### config.mk
export PLATFORM = sky130hd
export DESIGN_NAME = it_sequencer_flat
export DESIGN_NICKNAME = d
export VERILOG_FILES = /design/src/rtl/it_sequencer_if.sv /design/src/rtl/it_sequencer.sv /design/src/flat_wrapper.sv
export SDC_FILE = /design/constraint.sdc
export NUM_CORES = 1
export LEC_CHECK = 0
export CELL_PAD_IN_SITES_DETAIL_PLACEMENT = 1
export CELL_PAD_IN_SITES_GLOBAL_PLACEMENT = 1
export CORE_MARGIN = 5
export CORE_UTILIZATION = 29
export CTS_BUF_LIST = sky130_fd_sc_hd__clkbuf_4 sky130_fd_sc_hd__clkbuf_8 sky130_fd_sc_hd__clkbuf_16
export CTS_CLUSTER_DIAMETER = 80
export DETAILED_ROUTE_END_ITERATION = 6
export GPL_TIMING_DRIVEN = 0
export PLACE_DENSITY = 0.9
export SYNTH_ARGS = -nofsm -noshare
export SYNTH_HDL_FRONTEND = slang
export SYNTH_SLANG_ARGS = --single-unit
### constraint.sdc
create_clock -name clk -period 2.1 [get_ports clk]
set_clock_uncertainty 0.15 [all_clocks]
set_input_delay 0.42 -clock clk [delete_from_list [all_inputs] [get_ports clk]]
set_output_delay 0.42 -clock clk [all_outputs]
set_load 0.02 [all_outputs]
### src/rtl/it_sequencer_if.sv
// Decode-slot handshake between the decoder and the IT sequencer.
// The master drives the slot and control inputs; the slave returns ITSTATE and the slot condition.
interface it_sequencer_if;
   logic       instr_valid;
   logic       stall;
   logic       is_it;
   logic [3:0] it_firstcond;
   logic [3:0] it_mask;
   logic       flush;
   logic       restore_valid;
   logic [7:0] restore_state;
   logic [3:0] cond;
   logic       in_it;
   logic       it_last;
   logic [7:0] it_state;
   logic       it_err;

   modport master (
      output instr_valid, stall, is_it, it_firstcond, it_mask,
      output flush, restore_valid, restore_state,
      input  cond, in_it, it_last, it_state, it_err
   );

   modport slave (
      input  instr_valid, stall, is_it, it_firstcond, it_mask,
      input  flush, restore_valid, restore_state,
      output cond, in_it, it_last, it_state, it_err
   );
endinterface

### src/rtl/it_sequencer.sv
// IT-block sequencer: holds the 8-bit ITSTATE and supplies the condition code
// for the instruction currently in the decode slot.
module it_sequencer #(
   parameter logic [3:0] COND_AL = 4'b1110
) (
   input logic           clk,
   input logic           reset,
   it_sequencer_if.slave bus
);

   logic [7:0] itstate_q, itstate_d;
   logic       err_q, err_d;
   logic       issue;
   logic       in_it;
   logic       illegal;

   assign issue = bus.instr_valid & ~bus.stall;
   assign in_it = (itstate_q[3:0] != 4'b0000);

   assign illegal = in_it
                  | (bus.it_mask == 4'b0000)
                  | (bus.it_firstcond == 4'b1111)
                  | ((bus.it_firstcond == 4'b1110) & ~$onehot(bus.it_mask));

   always_comb begin
      itstate_d = itstate_q;
      err_d     = 1'b0;
      if (bus.flush) begin
         itstate_d = 8'h00;
      end else if (bus.restore_valid) begin
         itstate_d = bus.restore_state;
      end else if (issue) begin
         if (bus.is_it & ~illegal) begin
            itstate_d = {bus.it_firstcond, bus.it_mask};
         end else begin
            // Reaching here with is_it set means the IT was illegal.
            err_d = bus.is_it;
            if (in_it) begin
               if (itstate_q[2:0] == 3'b000) begin
                  itstate_d = 8'h00;
               end else begin
                  itstate_d = {itstate_q[7:5], itstate_q[3:0], 1'b0};
               end
            end
         end
      end
   end

   always_ff @(posedge clk or posedge reset) begin
      if (reset) begin
         itstate_q <= 8'h00;
         err_q     <= 1'b0;
      end else begin
         itstate_q <= itstate_d;
         err_q     <= err_d;
      end
   end

   assign bus.cond     = in_it ? itstate_q[7:4] : COND_AL;
   assign bus.in_it    = in_it;
   assign bus.it_last  = in_it & (itstate_q[2:0] == 3'b000);
   assign bus.it_state = itstate_q;
   assign bus.it_err   = err_q;

endmodule

### src/flat_wrapper.sv
// flat-port wrapper written by rule: the top's interface ports become plain ports
module it_sequencer_flat 
#(
   parameter logic [3:0] COND_AL = 4'b1110
)
  (clk, reset, bus_instr_valid, bus_stall, bus_is_it, bus_it_firstcond, bus_it_mask, bus_flush, bus_restore_valid, bus_restore_state, bus_cond, bus_in_it, bus_it_last, bus_it_state, bus_it_err);
  it_sequencer_if bus_i ();
  input logic clk;
  input logic reset;
  input wire logic [$bits(bus_i.instr_valid)-1:0] bus_instr_valid;
  input wire logic [$bits(bus_i.stall)-1:0] bus_stall;
  input wire logic [$bits(bus_i.is_it)-1:0] bus_is_it;
  input wire logic [$bits(bus_i.it_firstcond)-1:0] bus_it_firstcond;
  input wire logic [$bits(bus_i.it_mask)-1:0] bus_it_mask;
  input wire logic [$bits(bus_i.flush)-1:0] bus_flush;
  input wire logic [$bits(bus_i.restore_valid)-1:0] bus_restore_valid;
  input wire logic [$bits(bus_i.restore_state)-1:0] bus_restore_state;
  output wire logic [$bits(bus_i.cond)-1:0] bus_cond;
  output wire logic [$bits(bus_i.in_it)-1:0] bus_in_it;
  output wire logic [$bits(bus_i.it_last)-1:0] bus_it_last;
  output wire logic [$bits(bus_i.it_state)-1:0] bus_it_state;
  output wire logic [$bits(bus_i.it_err)-1:0] bus_it_err;
  assign bus_i.instr_valid = bus_instr_valid;
  assign bus_i.stall = bus_stall;
  assign bus_i.is_it = bus_is_it;
  assign bus_i.it_firstcond = bus_it_firstcond;
  assign bus_i.it_mask = bus_it_mask;
  assign bus_i.flush = bus_flush;
  assign bus_i.restore_valid = bus_restore_valid;
  assign bus_i.restore_state = bus_restore_state;
  assign bus_cond = bus_i.cond;
  assign bus_in_it = bus_i.in_it;
  assign bus_it_last = bus_i.it_last;
  assign bus_it_state = bus_i.it_state;
  assign bus_it_err = bus_i.it_err;
  it_sequencer #(.COND_AL(COND_AL)) u_core (.clk(clk), .reset(reset), .bus(bus_i));
endmodule
==> flow_summary.toml, run 1 <==
[outcome]
outcome = "finished, violations left"
violations = "setup timing"

[power]
ir_drop_v = 0.0002405
switching_share = 0.3491
p_int_mw = 0.4577
p_switching_mw = 0.2455
p_per_area_mw_per_mm2 = 498.2
p_clk_frac = 0.201
seq_power_share = 0.293
comb_power_share = 0.506
p_leak_nw = 0.6049

[synthesis]
synthSimpleGateAreaFrac = 0.2237
synth_fa_ha_area_frac = 0.1070
synth_xor_area_frac = 0
yosysTopAreaCell = "dfrtp_1"
synth-compound-area-share = 0.2366
ys_ff_latch = 9
async_flop_share = 1.000
synth_top_family_by_area = "compound AO/OA/AOI/OAI gates"
avgSynthCellArea_um2 = 10.58
synthMuxAreaShare = 0.1021
syn_inst = 73
netlist_area_um2 = 772.0
synth_top_area_share = 0.2917
synth.area.top_cells = "dfrtp_1, ha_1, mux2_4"
yosysSeqAreaShare = 0.2917
synth_edf_count = 0
synth_nets = 102
yosysWarnings = 0
yosysUniqueCellTypes = 32
synth-main-ff-cell = "dfrtp_1"

[drt]
route.met3.wl_um = 132
routedWlPerCell_um = 19.24
drt_wl_total_um = 2982
drtIter0Drc = 4
wl_met2_um = 1640
top_layer = "met4"
via_per_inst = 5.181
drt_pre_antenna_iters = 4
num_vias = 803
ant_nets = 0
drcViolationCount = 0
met1Wirelength_um = 1107

[worst_setup_path]
reg2reg_setup_slack_ns = 0.11
endpoint_kind = "flip-flop"
crit-reg2reg-capture = "u_core.bus.it_state[0]"
crit_type = "in -> reg"
required_ns = 2.12
start_kind = "input port"
ff2ff_path_depth = 6
worstReg2RegStart = "u_core.bus.it_state[0]"
crit_path_max_fanout = 5
critical_path_arrival_ns = 2.62

[placement]
routabilityCongestion = 0.8458
port_buffers = 36
dp_hpwl_um = 2017

[die]
dieArea_mm2 = 0.003794
fp-row-count = 18
start_util = 0.3061
die_w_um = 61.60
io_pins = 38
core_mm2 = 0.002522
die_y_um = 61.60

[sta]
whs_ns = 0.2734
rsz0062_at_grt = "true"
worst_pin_slew_ns = 0.7123
timing.final.crit_period_ns = 2.606
max-slew-margin-rel = 0.5201
post-route-period-util = 1.241
setup_ws_ns = -0.5065
setup_viol = 9
hold_viol = 0
max_freq_mhz = 383.7
tns_ns = -4.117
report.final.slew_viol_count = 0

[clock_tree]
clkLatencyLatePin_ns = 0.26
cts-root-buf = "clkbuf_4"
ctsHtreeMaxLevel = 1
cts_buffers = 3
clk_pin_slew_ns = 0.06
cts_tree = "built"
cts.sinks = 9
clock_path_buffers = 2

[layout]
regArea_um2 = 229.0
fin_nets = 155
diodes = 0
drive_above_1_share = 0.4640
multiInputGateArea_um2 = 596.8
fill_cells = 285
areaGrowthSynthToFinish_pct = 82.82

[flow_run]
maxCapViolCount = 0

[global_routing]
grt_pass1_vias = 856
grt_max_degree = 11
grt_overflow = 0
antenna_found_initial = 0
grt_usage = 0.1532
grt_first_pass_wirelength_um = 4167

[hold_path]
hp-class = "in -> async"
## stage by stage
stage	instance area, um^2	utilization	std cells	setup slack [ns]	power, mW
2_1_floorplan	830.8	-	73	-0.7124	0.3673
3_3_place_gp	1229	0.4871	139	-1.503	0.5027
3_5_place_dp	1229	0.4871	139	-1.536	0.5150
4_1_cts	1354	0.5367	151	-0.4569	0.6830
5_1_grt	1411	0.5595	155	-0.5800	0.7423
6_report	1411	0.5595	155	-0.5065	0.7032
## sequential cells by signal, indices dropped and copies added (netlist names)
| signal | flops |
|---|---|
| u_core.bus.it_state | 8 |
| u_core.bus.it_err | 1 |
## cells in the mapped netlist (3+ instances only)
| master | number |
|---|---|
| nor2b_1 | 4 |
| nor2_1 | 3 |
| dfrtp_1 | 9 |
| a32o_2 | 3 |
| inv_1 | 6 |
| a31oi_1 | 4 |
| o2bb2ai_1 | 4 |
| ha_1 | 5 |
| mux2_2 | 3 |
| mux2_4 | 3 |
| nand2b_1 | 5 |
## what timing repair did
| action | 4_1_cts | 5_1_grt |
|---|---|---|
| pin swaps | 8 | 6 |
| buffers inserted | 8 | 4 |
| hold buffers | 0 | 0 |
| endpoints found under the setup margin | 15 | 14 |
| resized for setup | 50 | 12 |
## worst max-delay path, stage by stage
cell and delay, ns:
buf_8 0.10, inv_4 0.05, ha_4 0.20, ha_4 0.15
fa_1 0.43, or4b_4 0.54, a211oi_4 0.38, o21bai_4 0.13
o2bb2ai_1 0.21
## cells in the final DEF (no fill, tap or decap), types with 2 or more instances in the layout
cell             instances
o21ai_0                  2
o2bb2ai_1                2
buf_12                   2
ha_1                     2
a32o_2                   3
o2bb2ai_2                2
ha_4                     3
a31oi_1                  4
clkbuf_2                 2
mux2_2                   3
nor2b_1                  4
buf_6                    5
clkbuf_4                 4
buf_4                    9
buf_2                    2
and2_1                   2
nand2b_1                 5
dfrtp_2                  3
mux2_4                   3
o21ai_1                  2
clkdlybuf4s50_1         26
inv_2                    3
or4b_4                   2
dfrtp_1                  6
nor2_1                   2
## routing by layer
metal	vias up	track usage
li1	378	-
met1	388	0.1820
met2	30	0.2810
met3	7	0.004193
met4	0	0.07273
met5	-	0
## power groups by stage
stage	registers, mW	clock network [mW]	logic, mW
after floorplan	0.222	0	0.145
after CTS	0.205	0.146	0.331
after global routing	0.209	0.155	0.378
after global placement	0.209	0	0.294
final	0.206	0.141	0.356
after detailed placement	0.210	0	0.305
## logic make-up after synthesis
logic type      count (synthesis)
flops                           9
mux                             6
fa+ha+maj                       6
buf+inv                         8
compound gates                 21
simple gates                   23
## layout make-up
class / count / share of cell area
inverter: 7 / 0.03280
tap: 30 / 0.02660
sequential: 9 / 0.1622
timing repair buffer: 48 / 0.3316
buffer: 1 / 0.002660
multi-input combinational: 56 / 0.4229
clock buffer: 4 / 0.02128
## worst max path at each step
stage,from,end,slack (ns),depth (start not counted)
2_1_floorplan,bus_it_mask[1],u_core.bus.it_state[5],-0.71,8
3_3_place_gp,bus_it_mask[1],u_core.bus.it_state[5],-1.50,9
3_5_place_dp,bus_it_mask[1],u_core.bus.it_state[5],-1.54,9
4_1_cts,bus_it_mask[2],u_core.bus.it_state[5],-0.46,9
5_1_grt,bus_it_mask[2],u_core.bus.it_state[0],-0.58,9
6_report,bus_it_mask[2],u_core.bus.it_state[0],-0.51,9
Power figures use the tool's default switching activity.
==> inputs of run 2 (changes only) <==
- MAX_ROUTING_LAYER: unset -> met4
- SETUP_SLACK_MARGIN: unset -> 0.4
==> run 2 against run 1 <==
Effect of this change:
- the flow still finishes with violations (setup timing)
- fmax grew 0.50%
- cell area grew 5.1%
- combinational power grew 19%
- clock-buffer cell count is the same
- critical endpoint is now u_core.bus.it_state[7]
- largest cell class unchanged
- largest power group unchanged
==> flow_summary.toml, run 2 (same netlist as run 1, synthesis figures left out) <==
[hold_path]
hp-class = "in -> async"

[die]
die_y_um = 61.60
io_pins = 38
die_w_um = 61.60
fp-row-count = 18
dieArea_mm2 = 0.003794
core_mm2 = 0.002522
start_util = 0.3061

[sta]
rsz0062_at_grt = "true"
max-slew-margin-rel = 0.6240
setup_viol = 13
post-route-period-util = 1.235
hold_viol = 0
worst_pin_slew_ns = 0.5639
setup_ws_ns = -0.4936
timing.final.crit_period_ns = 2.594
report.final.slew_viol_count = 0
max_freq_mhz = 385.6

[layout]
areaGrowthSynthToFinish_pct = 92.06
fin_nets = 157
drive_above_1_share = 0.5118
multiInputGateArea_um2 = 608.1
mostFrequentLayoutCells = "clkdlybuf4s50_1, buf_6, dlygate4sd2_1, buf_4, dfrtp_1"
fill_cells = 278
largest_register_ffs = 8
stdcell_count = 157
layout_commonest_cell = "clkdlybuf4s50_1"
regArea_um2 = 230.2
diodes = 0

[power]
p_leak_nw = 0.6720
p_per_area_mw_per_mm2 = 520.4
ir_drop_v = 0.0003108

[flow_run]
maxCapViolCount = 0

[clock_tree]
clk_pin_slew_ns = 0.06
cts-root-buf = "clkbuf_4"
cts_hold_buffers = 0
cts_tree = "built"
clock_path_buffers = 2
ctsHtreeMaxLevel = 1
cts_buffers = 3
cts.sinks = 9
clkLatencyLatePin_ns = 0.25

[outcome]
violations = "setup timing"
outcome = "finished, violations left"

[drt]
num_vias = 790
drtIter0Drc = 12
drcViolationCount = 0
via_per_inst = 5.032
drt_wl_total_um = 2758
routedWlPerCell_um = 17.57
ant_nets = 0
drt_pre_antenna_iters = 4

[global_routing]
grt_first_pass_wirelength_um = 3995
antenna_found_initial = 0
grt_overflow = 0
grt_max_degree = 11
grt_usage = 0.1467
grt_pass1_vias = 865

[worst_setup_path]
cp_top_family = "adder cells"
critical_path_arrival_ns = 2.58
crit_type = "in -> reg"
required_ns = 2.09
crit_path_max_fanout = 3
cp_cell_sequence = "buf_8 > inv_4 > ha_4 > ha_4 > fa_1 > or4b_4 > a21oi_4 > a21o_4 > mux2_4"
endpoint_kind = "flip-flop"
critPathBufInv = 2
start_kind = "input port"
max_stage_delay_ns = 0.54
cpMostUsedCell = "ha_4"
crit_slowest_cell = "or4b_4"

[placement]
routabilityCongestion = 0.8225
dp_hpwl_um = 1979
place_ws_ns = -1.548
placed_cells = 139
port_buffers = 36
-- run 2: worst paths after layout --
check | slack (ns) | endpoint | from | depth (start not counted)
worst max-delay path | -0.49 | u_core.bus.it_state[7] | bus_it_mask[2] | 9
worst min-delay path | 0.27 | u_core.bus.it_state[6] | reset | 2
worst max register to register | 0 | u_core.bus.it_state[5] | u_core.bus.it_state[3] | 6
worst min register to register | 0.36 | u_core.bus.it_state[4] | u_core.bus.it_state[4] | 1
max in group asynchronous | 1.27 | u_core.bus.it_state[1] | reset | 2
min in group clk | 0.35 | u_core.bus.it_state[3] | bus_it_mask[3] | 3
-- run 2: timing repair --
action | CTS | global route
endpoints found under the setup margin | 24 | 16
pin swaps | 8 | 2
buffers inserted | 8 | 6
endpoints found under the hold margin | 0 | 0
cloned | 0 | 0
gates resized for setup | 75 | 9
-- run 2: cell type report --
cell class,instances,area share
inverter,7,0.03629
sequential,9,0.1553
buffer,1,0.002532
tap,30,0.02532
clock buffer,4,0.02025
multi-input combinational,56,0.4101
timing repair buffer,50,0.3502
-- run 2: report_power, final --
group	internal, mW	switching (mW)	total, mW
Sequential	0.188	0.0195	0.208
Clock	0.0859	0.0565	0.142
Combinational	0.235	0.186	0.422
-- run 2: routing by layer --
layer | up-vias | global-route usage | share of wire
li1 | 380 | - | -
met1 | 379 | 0.1728 | 0.36
met2 | 27 | 0.2541 | 0.58
met3 | 4 | 0.01468 | 0.044
met4 | 0 | 0.05758 | 0.016
met5 | - | - | 0
-- run 2: metrics by stage --
stage	utilization	power [mW]	cell area, um^2	hold slack (ns)	TNS [ns]
after floorplan	-	0.3903	865.8	0.09772	-4.995
after global placement	0.5010	0.5247	1264	0.3589	-12.84
after detailed placement	0.5010	0.5377	1264	0.3555	-13.59
after CTS	0.5551	0.7301	1400	0.2800	-3.613
after global routing	0.5878	0.8164	1483	0.2817	-4.420
final	0.5878	0.7716	1483	0.2652	-3.758
